`config.mk`:
```
export PLATFORM = sky130hd
export DESIGN_NAME = smpl_mem_ctrl
export DESIGN_NICKNAME = d
export VERILOG_FILES = /design/src/rtl/smpl_mem_ctrl.sv
export SDC_FILE = /design/constraint.sdc
export NUM_CORES = 1
export LEC_CHECK = 0
export ABC_AREA = 1
export CORE_MARGIN = 2
export CORE_UTILIZATION = 49
export DETAILED_ROUTE_END_ITERATION = 16
export PLACE_DENSITY = 0.95
export SLEW_MARGIN = 15
export SYNTH_ARGS = -nofsm -noshare
export SYNTH_HDL_FRONTEND = slang
export SYNTH_SLANG_ARGS = --single-unit
```
`constraint.sdc`:
```
create_clock -name clk_i -period 3.9 [get_ports clk_i]
set_input_delay 0.78 -clock clk_i [delete_from_list [all_inputs] [get_ports clk_i]]
set_output_delay 0.78 -clock clk_i [all_outputs]
set_load 0.005 [all_outputs]
```
`src/rtl/smpl_mem_ctrl.sv`:
```
// Capture sequencer for the sample RAM: ring-buffer writes while armed,
// post-trigger counting, then newest-first readout over valid/ready.
//
// Ports: clk_i, rst_in (async, active low); arm_i / trg_i / stb_i /
// smpls_i capture controls; delay_cnt_i / read_cnt_i latched on arm;
// tx_data_o / tx_valid_o / tx_ready_i readout stream; busy_o;
// mem_en_o / mem_we_o / mem_addr_o / mem_d_o / mem_q_i RAM port
// (combinational read).
// Build option: define SMPL_CTRL_CLIP_EN to clip readout length to the
// number of samples stored since the last arm.

module smpl_mem_ctrl #(
  parameter int WIDTH = 32,
  parameter int DEPTH = 3
) (
  input  logic             clk_i,
  input  logic             rst_in,
  input  logic             arm_i,
  input  logic             trg_i,
  input  logic             stb_i,
  input  logic [WIDTH-1:0] smpls_i,
  input  logic [15:0]      delay_cnt_i,
  input  logic [15:0]      read_cnt_i,
  output logic [WIDTH-1:0] tx_data_o,
  output logic             tx_valid_o,
  input  logic             tx_ready_i,
  output logic             busy_o,
  output logic             mem_en_o,
  output logic             mem_we_o,
  output logic [DEPTH-1:0] mem_addr_o,
  output logic [WIDTH-1:0] mem_d_o,
  input  logic [WIDTH-1:0] mem_q_i
);

  typedef enum logic [1:0] {
    S_IDLE,
    S_ARMED,
    S_POST,
    S_READ
  } state_t;

  state_t state_q, state_d;

  logic [DEPTH-1:0] wptr_q, rptr_q;
  logic [DEPTH-1:0] wptr_nx;
  logic [15:0]      delay_q, rdcnt_q;
  logic [15:0]      post_q, rem_q;
  logic [15:0]      post_inc;
  logic [15:0]      rd_len;
  logic             cap, wr, hs;
  logic             arm_ok, enter_rd;

  assign cap      = (state_q == S_ARMED) || (state_q == S_POST);
  assign wr       = cap && stb_i;
  assign hs       = (state_q == S_READ) && (rem_q != 16'd0)
                    && tx_ready_i;
  assign arm_ok   = (state_q == S_IDLE) && arm_i;
  assign wptr_nx  = wptr_q + DEPTH'(wr);
  assign post_inc = post_q + 16'd1;
  assign enter_rd = (state_q != S_READ) && (state_d == S_READ);

`ifdef SMPL_CTRL_CLIP_EN
  localparam int NENT = 2 ** DEPTH;
  localparam logic [DEPTH:0] FULL = NENT[DEPTH:0];

  logic [DEPTH:0] fill_q, fill_nx;

  // Fill must include a sample strobed in the cycle that enters READ.
  assign fill_nx = (wr && fill_q != FULL) ? fill_q + 1'b1 : fill_q;
  assign rd_len  = (rdcnt_q < 16'(fill_nx)) ? rdcnt_q
                                             : 16'(fill_nx);

  always_ff @(posedge clk_i or negedge rst_in) begin
    if (!rst_in) begin
      fill_q <= '0;
    end else if (arm_ok) begin
      fill_q <= '0;
    end else begin
      fill_q <= fill_nx;
    end
  end
`else
  assign rd_len = rdcnt_q;
`endif

  always_ff @(posedge clk_i or negedge rst_in) begin
    if (!rst_in) begin
      state_q <= S_IDLE;
    end else begin
      state_q <= state_d;
    end
  end

  always_comb begin
    state_d = state_q;
    unique case (state_q)
      S_IDLE: begin
        if (arm_i) state_d = S_ARMED;
      end
      S_ARMED: begin
        if (trg_i) begin
          state_d = (delay_q == 16'd0) ? S_READ : S_POST;
        end
      end
      S_POST: begin
        if (stb_i && post_inc == delay_q) state_d = S_READ;
      end
      S_READ: begin
        if (rem_q == 16'd0) begin
          state_d = S_IDLE;
        end else if (hs && rem_q == 16'd1) begin
          state_d = S_IDLE;
        end
      end
      default: state_d = S_IDLE;
    endcase
  end

  always_ff @(posedge clk_i or negedge rst_in) begin
    if (!rst_in) begin
      wptr_q  <= '0;
      rptr_q  <= '0;
      delay_q <= '0;
      rdcnt_q <= '0;
      post_q  <= '0;
      rem_q   <= '0;
    end else begin
      if (arm_ok) begin
        delay_q <= delay_cnt_i;
        rdcnt_q <= read_cnt_i;
        post_q  <= '0;
      end
      if (wr) begin
        wptr_q <= wptr_nx;
      end
      // Trigger-cycle strobes are stored but not counted.
      if (state_q == S_POST && stb_i) begin
        post_q <= post_inc;
      end
      if (enter_rd) begin
        rptr_q <= wptr_nx - 1'b1;
        rem_q  <= rd_len;
      end else if (hs) begin
        rptr_q <= rptr_q - 1'b1;
        rem_q  <= rem_q - 16'd1;
      end
    end
  end

  always_comb begin
    mem_en_o   = 1'b0;
    mem_we_o   = 1'b0;
    mem_addr_o = '0;
    mem_d_o    = '0;
    tx_data_o  = '0;
    tx_valid_o = 1'b0;
    busy_o     = (state_q != S_IDLE);
    unique case (1'b1)
      cap: begin
        mem_en_o   = stb_i;
        mem_we_o   = stb_i;
        mem_addr_o = wptr_q;
        mem_d_o    = smpls_i;
      end
      (state_q == S_READ): begin
        mem_en_o   = 1'b1;
        mem_addr_o = rptr_q;
        tx_data_o  = mem_q_i;
        tx_valid_o = (rem_q != 16'd0);
      end
      default: ;
    endcase
  end

endmodule

```
* Word-level counts from Yosys, hierarchy flattened *
Cells that the tools add are included.

word-level totals
  bits in registers = 72
  latch bits = 0
  bits in writable memories = 0
  ROM bits = 0
  output and inout port bits = 71
  memories = 0

operators by class
  add/sub/neg operators = 5
  $mul = 0
  div/mod/pow operators = 0
  magnitude comparators = 0
  eq/ne operators = 7
  shifts and indexed selects = 0
  muxes and demuxes = 19
  bitwise gates (word level) = 0
  reduce and logical (&&, ||, !) cells = 16

operators with widths
  kind                   count
  $mux 16                4
  $mux 32                2
  $logic_not 16->1       2
  $add 16x1->16 const B  1
  $eq 16x1->1 const B    1
  $eq 16x16->1           1
  $reduce_bool 16->1     1
  $sub 16x1->16 const B  1
  $mux 2                 5
  $logic_and 1x1->1      8
  $pmux 2 s4             1
  $eq 2x2->1 const B     3
  $mux 3                 2
  $pmux 3 s2             1
  $reduce_bool 2->1      3
  $sub 3x1->3 const B    2
  $add 3x1->3            1
  $mux 1                 3
  $eq 2x1->1 const B     1
  $logic_not 2->1        1
  $ne 2x2->1 const B     1
  $pmux 1 s2             1
  $logic_or 1x1->1       1

* Logic depth before layout (Yosys ltp) *
  depth in word-level cells = 10
  gate-level depth with buffers = 23
  gate-level depth less buffers = 23

* Worst setup path before layout *
No wires, ideal clock.

  kind = flip-flop to flip-flop
  start = reg rem_q[0]
  end = reg rptr_q[2]
  library setup time = 118 ps
  data arrival time = 2462 ps
  slack = 1320 ps
  stages on the path, launching flop included = 22
  path buffers = 0
  cells stage by stage = dfrtp_1 -> inv_1 -> ha_1 -> nand2_2 -> nor2_4 -> inv_2 -> or2_1 -> nand2_2 -> nor2_2 -> nand2_2 -> nand2_1 -> nand2_1 -> nand2_2 -> nor2_4 -> nand3_4 -> o21ai_0 -> inv_1 -> ha_1 -> inv_1 -> nand3_1 -> nand3_1 -> nand2_1

between the ends
  longest elaborated chain between the ends = 10
  elaborated cells between the ends (all ways) = 13
  those cells by class = eq/ne: 2; mux: 4; reduce/logical: 7

ends and longest elaborated chain
  item                                         line  text
  from (decl)                                  47    logic [15:0] post_q, rem_q;
  from (signal assigned)                       142   rem_q <= rd_len;
  from (signal assigned)                       145   rem_q <= rem_q - 16'd1;
  $reduce_bool 16->1                           55    assign hs = (state_q == S_READ) && (rem_q != 16'd0)
  $logic_and 1x1->1                            55
  $logic_and 1x1->1                            56    && tx_ready_i;
  $logic_and 1x1->1                            111   end else if (hs && rem_q == 16'd1) begin
  $mux 2                                       111
  $mux 2                                       109   if (rem_q == 16'd0) begin
  $pmux 2 s4                                   96    unique case (state_q)
  $eq 2x2->1                                   60    assign enter_rd = (state_q != S_READ) && (state_d == S_READ);
  $logic_and 1x1->1                            60
  $mux 3 or $reduce_bool 2->1 (tied branches)  n/a
  to (signal assigned)                         141   rptr_q <= wptr_nx - 1'b1;
  to (signal assigned)                         144   rptr_q <= rptr_q - 1'b1;
  to (decl)                                    44    logic [DEPTH-1:0] wptr_q, rptr_q;

Several ways; a longest one is shown, not always the timed one.
A chain may end at the register's enable or synchronous reset.

* Final worst setup path *
  start = reg state_q[1]
  end = out mem_en_o

between the ends
  longest elaborated chain between the ends = 3
  elaborated cells between the ends (all ways) = 5
  those cells by class = eq/ne: 3; mux: 1; reduce/logical: 1

ends and longest elaborated chain
  item                                      line  text
  from (decl)                               42    state_t state_q, state_d;
  from (signal assigned)                    90    state_q <= state_d;
  $eq 2x1->1 or $eq 2x2->1 (tied branches)  53    assign cap = (state_q == S_ARMED) || (state_q == S_POST);
  $logic_or 1x1->1                          53
  $pmux 1 s2 (*)                            158   unique case (1'b1)
  to (decl)                                 28    output logic mem_en_o,

Mark *: on every way between the ends. The rest lies on a longest branch, timed or not.

==> flow_summary.ini <==
[run_status]
outcome = complete, no violations

[clocking]
cts_resized = 0
htreeDepth = 3
cts.clk_slew.worst_paths_ps = 70
cts_setup_buffers = 0
cts.sinks = 72
ctsLongestPathBuffers = 2
cts_tree = built
ctsHoldBuffers = 0
cts_made_buffers = 9
clk_latency_ps = 370
cts_root_buf = clkbuf_8

[cells_and_area]
layout-drive-gt1-share = 0.0754
areaGrowthSynthToFinish_pct = 42.5
fin_nets = 943
final_util = 0.721
num_antenna_cells = 0

[floorplanning]
row_count = 35
fp.dieH_um = 102
coreArea_sq_mm = 0.00928
start_util = 0.506
ios = 173
die_area_sq_mm = 0.0104
fp.dieW_um = 102

[worst_setup_path]
critPathLaunchType = register
cp-startpoint = state_q[1]$_DFF_PN0_
crit_type = reg -> out
endpoint_kind = output pin
crit_arrival_ps = 2610
cp.required_ps = 3120
rr_startpoint = post_q[0]$_DFFE_PN0P_
path_max_fanout = 16

[yosys]
netlist_area_sq_mm = 0.00470
netlist-cell-type-count = 33
synthTopCellsByCount = 188 x nand2_1, 131 x inv_1, 72 x dfrtp_1
ys_warn_count = 0
synth_ff_type = dfrtp_1
syn_area_per_cell_sq_um = 7.11
ys_async_sr_fraction = 1.00
synth_area_leaders = dfrtp_1 38%, nand2_1 15%, inv_1 10%
synth_area_leader_cell = dfrtp_1
synth_edf_count = 0
yosysTopAreaCellShare = 0.383
ys_ff_latch = 72
syn_inst = 661
yosysMostFrequentCell = nand2_1
seq_area_frac_synth = 0.383
syn_nets = 774

[timing]
worstMarginPinSlew_ps = 894
period_needed_ps = 3390
finClkSkew_ps = 7.27
tns_ps = 0
post-route-period-util = 0.869
max-slew-margin-rel = 0.404
hold_viol_final = 0
rsz0062_at_grt = no
slew_viol_final = 0
fmax_mhz = 295
finalSetupViolations = 0
postLayoutSetupSlackWorst_ps = 510

[detailed_routing]
wire_per_inst_um = 13.5
drc_errors = 0
detail-route-antenna-nets = 0
num_vias = 4764
drt_iter0_markers = 235
vias_per_cell = 4.94
drt_wl_total_mm = 13.0
first_pass_iters = 5

[grt]
gr-max-usage-layer = met2
grt_pass1_vias = 4622
grt_pass1_wl_mm = 20.8
grtUsageTotal = 0.252
overflow = 0
met1_usage = 0.317
use_met3 = 0.0554
grt_antenna_before_repair = 0
met2_usage = 0.434
grt_max_degree = 73

[placed_design]
globalplace.congestion = 0.927
place.detailed.hpwl_mm = 10.0
post-place-ws_ps = 711
numPortBuffers = 172

[hold_path]
hp-class = reg -> reg
min_from = rd_len[13]$_DFFE_PN0P_

[pwr]
ir_drop_mv = 0.384
p_per_area_mw_per_mm2 = 665
power.leakage_uw = 0.00339

[job]
drv_cap = 0
==> cell type report <==
| class | instances | area, sq um |
|---|---|---|
| Clock buffer | 10 | 138 |
| Clock inverter | 6 | 35.0 |
| Fill cell | 712 | 2590 |
| Inverter | 134 | 503 |
| Multi-Input combinational cell | 436 | 2300 |
| Sequential cell | 72 | 1800 |
| Tap cell | 129 | 161 |
| Timing Repair Buffer | 177 | 1750 |
==> state kept, by name, summed over array words and instances (netlist names) <==
name	cells
wptr_q	3
rd_len	16
delay_q	16
rptr_q	3
rem_q	16
post_q	16
state_q	2
==> power breakdown <==
group	internal, uW	total [uW]	switching (uW)
logic	1240	2620	1380
clock network	243	525	282
registers	1060	1310	252
total	2540	4450	1910
==> cells in the final DEF (no fill, tap or decap), types with 2 or more instances in the layout <==
| master | synthesis | routed |
|---|---|---|
| nand2_1 | 188 | 187 |
| clkdlybuf4s50_1 | 0 | 171 |
| inv_1 | 131 | 131 |
| dfrtp_1 | 72 | 72 |
| nand3_1 | 45 | 45 |
| nor2_1 | 43 | 43 |
| a21oi_1 | 26 | 26 |
| o21ai_0 | 21 | 21 |
| mux2_2 | 17 | 17 |
| nand4_1 | 12 | 12 |
| o211ai_1 | 12 | 12 |
| ha_1 | 11 | 11 |
| xor2_1 | 10 | 10 |
| clkbuf_8 | 0 | 10 |
| nand2_2 | 7 | 8 |
| nor4_1 | 7 | 7 |
| o22ai_1 | 7 | 7 |
| nor2_2 | 6 | 6 |
| nor2_4 | 5 | 5 |
| buf_4 | 0 | 5 |
| o21ai_1 | 4 | 4 |
| clkinv_2 | 0 | 4 |
| xnor2_1 | 3 | 3 |
| nor3_1 | 3 | 3 |
| nand3_4 | 2 | 2 |
| inv_2 | 2 | 2 |
| clkinvlp_4 | 0 | 2 |
==> final timing paths <==
| check | to | slack (ps) | depth (start not counted) |
|---|---|---|---|
| setup / recovery | mem_en_o | 510 | 7 |
| hold / removal | rem_q[13]$_DFFE_PN0P_ | 500 | 2 |
| setup reg to reg | rptr_q[2]$_DFFE_PN0P_ | 920 | 21 |
| hold reg to reg | rem_q[13]$_DFFE_PN0P_ | 500 | 2 |
| min in group asynchronous | rd_len[4]$_DFFE_PN0P_ | 620 | 2 |
| max in group asynchronous | rd_len[2]$_DFFE_PN0P_ | 2700 | 2 |
==> critical path, cell delays in order (launching register included) <==
cell	delay [ps]
dfrtp_1	410
inv_1	140
ha_1	600
nand2_1	230
inv_1	170
nor2_1	50
nor2_1	130
clkdlybuf4s50_1	520
==> metal layers <==
metal / vias up / wire (um)
met1: 2188 / 5340
met3: 29 / 610
li1: 2404 / -
met5: - / 0
met2: 143 / 6770
met4: 0 / 294
==> per-stage QoR <==
step | area [sq um] | cells | hold WS, ps | power (uW)
3_5_place_dp | 6530 | 948 | 491 | 3910
4_1_cts | 6700 | 964 | 504 | 4470
2_1_floorplan | 4700 | 661 | 445 | 2840
6_report | 6700 | 964 | 502 | 4450
3_3_place_gp | 6530 | 948 | 471 | 3820
5_1_grt | 6700 | 964 | 528 | 4820
==> cell families (layout without fill, tap and decap cells) <==
family | Yosys count | in the layout | share of synthesized area
adders and majority gates | 11 | 11 | 0.0293
DFF | 72 | 72 | 0.383
xor gates and xnor gates | 14 | 14 | 0.0290
muxes | 18 | 18 | 0.0429
buffers and inverters | 153 | 327 | 0.127
AOI/OAI and AO/OA | 73 | 73 | 0.0873
and+or+nand+nor | 320 | 320 | 0.301
(Power assumes the default switching activity.)
